`config.mk`:
```
export PLATFORM = sky130hd
export DESIGN_NAME = car_motion_scheduler
export DESIGN_NICKNAME = d
export VERILOG_FILES = /design/src/rtl/car_motion_scheduler.sv
export SDC_FILE = /design/constraint.sdc
export NUM_CORES = 1
export LEC_CHECK = 0
export CAP_MARGIN = 20
export CORE_MARGIN = 4
export CORE_UTILIZATION = 63
export CTS_CLUSTER_DIAMETER = 50
export CTS_CLUSTER_SIZE = 28
export DETAILED_ROUTE_END_ITERATION = 10
export PLACE_DENSITY = 0.87
export SLEW_MARGIN = 20
export SYNTH_ARGS = -nofsm -noshare
export SYNTH_HDL_FRONTEND = slang
export SYNTH_SLANG_ARGS = --single-unit
```
`constraint.sdc`:
```
create_clock -name clk -period 3.4 [get_ports clk]
set_input_delay 0.68 -clock clk [delete_from_list [all_inputs] [get_ports clk]]
set_output_delay 0.68 -clock clk [all_outputs]
set_load 0.005 [all_outputs]
```
`src/rtl/car_motion_scheduler.sv`:
```
// Per-frame car motion sequencer: on each frame_start, steps one car per cycle
// through its frame divider and advances its grid column when the divider expires.

module car_motion_lane #(
    parameter int         COLS = 20,
    parameter logic [4:0] INIT = 5'd0,
    parameter bit         DIR  = 1'b0,
    parameter logic [3:0] PER  = 4'd4
) (
    input  logic       clk,
    input  logic       rst_n,
    input  logic       restart,
    input  logic       step_en,
    input  logic [1:0] level,
    output logic [4:0] x
);
    logic [3:0] div;
    logic [3:0] eff;
    logic [4:0] div_inc;

    // Higher level shortens the period, but a car never stops moving entirely.
    always_comb begin
        eff     = (PER > {2'b00, level}) ? (PER - {2'b00, level}) : 4'd1;
        div_inc = {1'b0, div} + 5'd1;
    end

    always_ff @(posedge clk or negedge rst_n) begin
        if (!rst_n) begin
            x   <= INIT;
            div <= 4'd0;
        end else if (restart) begin
            x   <= INIT;
            div <= 4'd0;
        end else if (step_en) begin
            if (div_inc >= {1'b0, eff}) begin
                div <= 4'd0;
                if (DIR)
                    x <= (x == 5'(COLS - 1)) ? 5'd0 : x + 5'd1;
                else
                    x <= (x == 5'd0) ? 5'(COLS - 1) : x - 5'd1;
            end else begin
                div <= div_inc[3:0];
            end
        end
    end
endmodule

module car_motion_scheduler #(
    parameter int                      NUM_CARS = 16,
    parameter int                      COLS     = 20,
    parameter logic [5*NUM_CARS-1:0]   INIT_X   = {NUM_CARS{5'd0}},
    parameter logic [NUM_CARS-1:0]     DIR_MASK = '0,
    parameter logic [4*NUM_CARS-1:0]   PERIOD   = {NUM_CARS{4'd4}}
) (
    input  logic                    clk,
    input  logic                    rst_n,
    input  logic                    frame_start,
    input  logic                    freeze,
    input  logic                    restart,
    input  logic [1:0]              level,
    output logic [5*NUM_CARS-1:0]   car_x_flat,
    output logic                    busy,
    output logic                    update_done,
    output logic                    overrun
);
    localparam int IW = (NUM_CARS > 1) ? $clog2(NUM_CARS) : 1;

    typedef enum logic [1:0] {IDLE, SCAN, DONE} state_t;

    state_t        state;
    logic [IW-1:0] idx;

    assign busy = (state == SCAN);

    always_ff @(posedge clk or negedge rst_n) begin
        if (!rst_n) begin
            state       <= IDLE;
            idx         <= '0;
            update_done <= 1'b0;
            overrun     <= 1'b0;
        end else begin
            update_done <= 1'b0;
            if (frame_start && state != IDLE && !restart)
                overrun <= 1'b1;
            if (restart) begin
                state <= IDLE;
                idx   <= '0;
            end else begin
                case (state)
                    IDLE: if (frame_start && !freeze) begin
                        state <= SCAN;
                        idx   <= '0;
                    end
                    SCAN: if (idx == IW'(NUM_CARS - 1)) begin
                        state <= DONE;
                        idx   <= '0;
                    end else begin
                        idx <= idx + 1'b1;
                    end
                    DONE: begin
                        update_done <= 1'b1;
                        state       <= IDLE;
                    end
                    default: state <= IDLE;
                endcase
            end
        end
    end

    for (genvar i = 0; i < NUM_CARS; i++) begin : g_car
        car_motion_lane #(
            .COLS (COLS),
            .INIT (INIT_X[5*i +: 5]),
            .DIR  (DIR_MASK[i]),
            .PER  (PERIOD[4*i +: 4])
        ) u_lane (
            .clk     (clk),
            .rst_n   (rst_n),
            .restart (restart),
            .step_en (state == SCAN && idx == IW'(i)),
            .level   (level),
            .x       (car_x_flat[5*i +: 5])
        );
    end
endmodule
```
==> metrics.txt, run 1 <==
# diodes=0; vias in the first global route=~8000; core footprint=approximately 15000 µm²; Die Ht=130 µm; Peak VDD IR=655 µV; Critical Path RT=around 3.8 ns; drt first pass iters=5; Max Freq=between 300 and 400 MHz; Critical Path Start=level[0]; path category of the worst min-delay check=input pin to async pin; reg2reg start=g_car[5].u_lane.div[0]; Clk Latency, worst-skew pair=0.43 ns; routed len/inst=about 17 µm; clk buf depth=2; minimum clock period=2.92 ns; # rows=between 40 and 50; syn nets=between 1000 and 1500; most common cell after layout, fill and taps aside=dfrtp_1; drt first-iter violations=a little under 600; Syn Area/Cell=approximately 9 µm²; first-pass GRT wire length=38.1 mm; FF-to-FF path depth=9; Antenna Violating Nets Remaining=0; pin count of the biggest net entering global routing=68; RSZ-0062 raised after global routing=false; cts bufs inserted=17; Pwr Density=833 nW/µm²; final worst setup slack=~0.48 ns; worst slew pin tran=0.777 ns; commonest non-fill, non-tap cells in the layout=152 x dfrtp_1, 132 x nand2_1, 110 x o21ai_0, 87 x clkdlybuf4s50_1, 85 x ha_1; Tot Pwr=~0.0094 W; final hold vios=0; Mapped Cells=between 1000 and 1500; final setup vio count=0; post-layout instance count excluding filler cells=between 1000 and 1500; vias per std cell=between 6 and 7; setup TNS=0 ns; Synth cell types=60; DIE WIDTH=about 130 µm; Switching Share=between 30 and 40%; combinational fraction of design power=44.6%; Worst-path clk slew=roughly 0.060 ns; vias=between 8000 and 9000; CP Max Fanout=16; async set-reset flop share out of synthesis=100%; internal reg-to-reg setup slack=1.02 ns; Fillers=939; Multi-input gate area=5320 µm²; global placement routability congestion=just over 0.8; dpl hpwl=between 15 and 20 mm; Post-synth EDFFs=0; Final nets=~1200; Lkg Pwr=5.37 nW; Seq pwr share=~34%; area of the mapped netlist=9420 µm²; pre-CTS setup slack=0.130 ns; share of layout cells above drive strength 1=9.62%; Register Area=around 3800 µm²; Setup Crit Path Kind=input pin to flop; CP arrival=about 3.3 ns; Cells after DPL=approximately 1300; die area=17000 µm²; I/O pin cnt=90; slew margin rel.=48.2%; outcome=completed; initial antenna violation count=0; Psw=between 0.003 and 0.004 W; CTS Root Buffer Type=clkbuf_16; YS warnings=0; post-CTS sizing=0; CTS Sinks=152; H-tree depth=4; Clock power frac=a little over a fifth; max_cap viols=0; CTS tree=yes; Post-route DRC=0; Initial Utilization=between 60% and 70%; crit end category=flop; reg2reg end=g_car[5].u_lane.x[2]; Total Wirelength=between 20 and 25 mm; CP startpoint kind=input pin; FF+latch count, synth=152; synth-to-layout area growth=20.0%; number of buffers added on ports=slightly below 90; Post-CTS Setup Inserts=0; main flop type after synthesis=dfrtp_1; Final Slew Violations=0; grt total ovfl=0; Hold-fix buffers, CTS=0; Worst Clk Skew=approximately 0.0095 ns; Total GRT Usage=around 28%; post-synthesis sequential area ratio=between 40 and 50%; Internal=~0.0057 W; crit share post-route=about 86%
metrics by stage:
stage	hold slack, ns	instance area [µm²]	utilization [%]
6_report	0.271	11300	77.5
5_1_grt	0.306	11300	77.5
4_1_cts	0.281	11300	77.5
3_5_place_dp	0.488	10700	73.2
3_3_place_gp	0.484	10700	73.2
2_1_floorplan	0.384	9420	-
logic make-up after synthesis:
family | Yosys count | share of synthesized area [%]
XOR/XNOR | 16 | 1.49
AO/OA/AOI/OAI | 280 | 20.7
multiplexers | 2 | 0.226
buffers and inverters | 73 | 3.23
AND/OR/NAND/NOR | 409 | 22.8
flip-flops | 152 | 40.4
adder cells (fa/ha/maj) | 85 | 11.3
area by class of cell:
cell class | instances | area share (%)
multi-input combinational | 792 | 47.0
sequential | 152 | 33.6
timing repair buffer | 119 | 10.2
clock buffer | 19 | 4.01
tap | 184 | 2.04
inverter | 48 | 1.59
clock inverter | 13 | 1.51
critical path: stages:
cell	delay, ns
clkdlybuf4s50_1	0.53
inv_1	0.09
ha_1	0.31
inv_1	0.10
buf_12	0.17
ha_1	0.24
o21ai_0	0.17
a21oi_1	0.08
or4_1	0.48
nor4b_1	0.27
a211o_1	0.14
registers in the layout, summed over array words and instances, names as in the netlist:
register	cells
update_done	1
overrun	1
idx	4
g_car.u_lane.x	80
state	2
g_car.u_lane.div	64
how the worst max path moves through the flow:
stage	to	slack (ns)
final	g_car[15].u_lane.div[2]	0.48
after global routing	g_car[15].u_lane.div[2]	0.37
after CTS	g_car[12].u_lane.x[2]	0.52
after detailed placement	g_car[1].u_lane.x[0]	0.13
after global placement	g_car[15].u_lane.div[2]	0.21
after floorplan	g_car[2].u_lane.x[3]	0.59
layer usage:
layer	global-route usage (%)	wire length, µm
met5	0	0
met4	9.41	415
met1	35.2	9750
met2	47.6	11900
met3	5.89	962
cell usage after synthesis (7+ instances only):
| cell type | n | area, µm² |
|---|---|---|
| clkbuf_1 | 10 | 37.5 |
| a31oi_1 | 17 | 106 |
| or2_2 | 12 | 75.1 |
| xor2_1 | 16 | 140 |
| and2_1 | 16 | 100 |
| o31ai_1 | 29 | 218 |
| or3_1 | 8 | 50.1 |
| inv_1 | 47 | 176 |
| dfrtp_1 | 152 | 3800 |
| nor4_1 | 16 | 100 |
| o41ai_2 | 9 | 146 |
| a21oi_1 | 27 | 135 |
| nor3b_1 | 23 | 173 |
| nand2_1 | 132 | 495 |
| nor3_1 | 16 | 80.1 |
| a21o_1 | 14 | 105 |
| nor2_1 | 62 | 233 |
| nand3_1 | 38 | 190 |
| a211oi_1 | 7 | 52.6 |
| a22o_1 | 10 | 87.6 |
| or4_1 | 23 | 173 |
| a41oi_1 | 16 | 140 |
| o21ai_0 | 110 | 551 |
| ha_1 | 85 | 1060 |
| nor2b_1 | 27 | 169 |
| o41ai_1 | 10 | 87.6 |
| nand2b_1 | 16 | 100 |
power groups by stage:
stage | Clock [W] | Sequential (W) | Combinational, W
after floorplan | 0 | 0.00306 | 0.00248
after global placement | 0 | 0.00319 | 0.00396
after detailed placement | 0 | 0.00322 | 0.00415
after CTS | 0.00202 | 0.00321 | 0.00423
after global routing | 0.00210 | 0.00333 | 0.00477
final | 0.00199 | 0.00323 | 0.00421
No activity file was read; power rests on OpenSTA's default activity.
==> run 2: changes to the inputs <==
--- a/config.mk
+++ b/config.mk
@@ -6,10 +6,11 @@
 export NUM_CORES = 1
 export LEC_CHECK = 0
 export CAP_MARGIN = 20
+export CORE_ASPECT_RATIO = 0.7
 export CORE_MARGIN = 4
 export CORE_UTILIZATION = 63
 export CTS_CLUSTER_DIAMETER = 50
-export CTS_CLUSTER_SIZE = 28
+export CTS_CLUSTER_SIZE = 10
 export DETAILED_ROUTE_END_ITERATION = 10
 export PLACE_DENSITY = 0.87
 export SLEW_MARGIN = 20
==> run 2 against run 1 <==
Net effect: design area decreased by 0.34%; sequential power about the same; fmax about the same; clock power decreased by 2%; first-iteration DRC count down 5.6%; largest cell class unchanged; critical path type unchanged.
==> metrics.txt, run 2 (same netlist as run 1, synthesis figures left out) <==
final core occ=76.8% (-0.72 points); Tot Pwr=0.00936 W (-0.71%); die area=17000 µm² (+0.19%); Total GRT Usage=27.3% (-0.59 points); Final nets=1218 (-0.33%); path category of the worst min-delay check=input pin to async pin; global placement routability congestion=0.866 (+6.8%); Multi-input gate area=5320 µm² (unchanged); CTS tree=yes; vias per std cell=6.21 (-0.70%); # rows=37 (-16%); CP arrival=3.24 ns (-0.04 ns); post-CTS sizing=0 (unchanged); CTS Root Buffer Type=clkbuf_16; Pwr Density=830 nW/µm² (-0.37%); Hold-fix buffers, CTS=0 (unchanged); # diodes=0 (unchanged); FF-to-FF path depth=9 (unchanged); combinational fraction of design power=44.5% (about the same); setup TNS=0 ns (unchanged); worst setup path endpoint=g_car[3].u_lane.x[3]; Cells after DPL=1302 (+0.54%); Critical Path Start=level[0]; max_cap viols=0 (unchanged); instance count on the critical path=12 (+1); crit share post-route=85.9% (about the same); dpl hpwl=15.6 mm (about the same); Psw=0.00372 W (+0.97%); top flop regs=g_car.u_lane.x x80, g_car.u_lane.div x64, idx x4; Top reg by flops=g_car.u_lane.x; Die Ht=110 µm (-15%); Final Slew Violations=0 (unchanged); first-pass GRT wire length=38.0 mm (-0.27%); H-tree depth=4 (unchanged); Post-route DRC=0 (unchanged); slew margin rel.=45.2% (-3.0 points); reg2reg start=g_car[3].u_lane.div[0]; DIE WIDTH=154 µm (+18%); synth-to-layout area growth=19.6%; Internal=0.00564 W (-1.8%); Worst Clk Skew=0.0116 ns (+0.00215 ns); final hold vios=0 (unchanged); vias=8281 (-0.18%); Crit path largest cell delay=0.47 ns (-0.06 ns); RSZ-0062 raised after global routing=false; most common cell after layout, fill and taps aside=dfrtp_1; drt first-iter violations=561 (-5.6%); Antenna Violating Nets Remaining=0 (unchanged); Crit path max-delay family=buffers and inverters; clk buf depth=2 (unchanged); Peak VDD IR=514 µV (-22%); internal reg-to-reg setup slack=0.92 ns (-0.10 ns); crit end category=flop; Max Freq=342 MHz (about the same); vias in the first global route=7985 (-1.1%); initial antenna violation count=0 (unchanged); Seq pwr share=34.6% (+0.3 points); Clock power frac=20.9% (-0.2 points); commonest non-fill, non-tap cells in the layout=152 x dfrtp_1, 132 x nand2_1, 110 x o21ai_0, 87 x clkdlybuf4s50_1, 85 x ha_1; Crit-path slowest cell=clkdlybuf4s50_1; routed len/inst=17.0 µm (-1.7%); Bufs and invs on worst path=5 (+1); core footprint=14700 µm² (+0.59%); Lkg Pwr=5.34 nW (-0.46%); I/O pin cnt=90 (unchanged); number of flip-flops in the largest register=80 (unchanged); Initial Utilization=64.2% (-0.38 points); minimum clock period=2.92 ns (-0.00105 ns); Switching Share=39.7% (+0.66 points); outcome=completed; post-layout instance count excluding filler cells=1334 (+0.53%); Post-CTS Setup Inserts=0 (unchanged); cts bufs inserted=17 (unchanged); grt total ovfl=0 (unchanged); Clk Latency, worst-skew pair=0.43 ns (about the same); pin count of the biggest net entering global routing=68 (unchanged); CP startpoint kind=input pin; CTS Sinks=152 (unchanged); drt first pass iters=5 (unchanged); final setup vio count=0 (unchanged); reg2reg end=g_car[3].u_lane.x[3]; number of buffers added on ports=89 (unchanged); crit-path cells=clkdlybuf4s50_1, inv_1, ha_1, inv_1, buf_12, ha_1, o21ai_0, a21oi_1, o41ai_2, buf_4, o31ai_1, a22o_1; Register Area=3800 µm² (unchanged); Total Wirelength=22.7 mm (-1.2%); worst slew pin tran=0.822 ns (+0.0447 ns); Setup Crit Path Kind=input pin to flop; Fillers=960 (+2.2%); Critical Path RT=3.72 ns (-0.04 ns); share of layout cells above drive strength 1=9.31% (-0.32 points); CP Max Fanout=16 (unchanged); Worst-path clk slew=0.07 ns (about the same)
run 2: cell types whose count changed in the layout (fill, tap and decap cells not counted), sizes merged:
cell      before  now
bufinv         3    2
clkinv         3    2
clkbuf        19   18
inv           49   53
buf           32   28
clkinvlp       6    5
run 2: layout make-up:
| type | count | share of cell area (%) |
|---|---|---|
| Sequential cell | 152 | 33.8 |
| Multi-Input combinational cell | 792 | 47.2 |
| Clock inverter | 14 | 1.43 |
| Timing Repair Buffer | 115 | 9.96 |
| Clock buffer | 18 | 3.90 |
| Inverter | 48 | 1.60 |
| Tap cell | 195 | 2.17 |
run 2: per-layer routing:
metal	global-route usage, %	wire [µm]	up-vias	part of all wire (%)
met4	8.88	393	0	1.7
met1	36.4	10400	4037	46
li1	-	-	3985	-
met5	0	0	-	0
met2	46.0	10900	221	48
met3	4.68	996	38	4.4
run 2: power groups by stage:
stage	clock (W)	combinational, W	sequential, W
floorplan	0	0.00248	0.00306
global placement	0	0.00391	0.00319
detailed placement	0	0.00411	0.00322
CTS	0.00195	0.00419	0.00321
global route	0.00204	0.00475	0.00333
finish	0.00195	0.00417	0.00324
run 2: worst min-delay path by stage:
stage / to / slack, ns / start / cells after the start
after CTS: g_car[13].u_lane.div[3] / 0.25 / rst_n / 1
final: g_car[13].u_lane.div[0] / 0.21 / rst_n / 1
after detailed placement: overrun / 0.46 / overrun / 1
after global routing: g_car[13].u_lane.div[0] / 0.27 / rst_n / 1
after floorplan: g_car[0].u_lane.div[0] / 0.38 / rst_n / 0
after global placement: overrun / 0.45 / overrun / 1
run 2: stage by stage:
| stage | instance area (µm²) | setup WS [ns] | hold slack, ns |
|---|---|---|---|
| detailed placement | 10700 | 0.0784 | 0.458 |
| global route | 11300 | 0.385 | 0.272 |
| global placement | 10700 | 0.169 | 0.452 |
| floorplan | 9420 | 0.590 | 0.384 |
| CTS | 11300 | 0.510 | 0.248 |
| finish | 11300 | 0.479 | 0.207 |
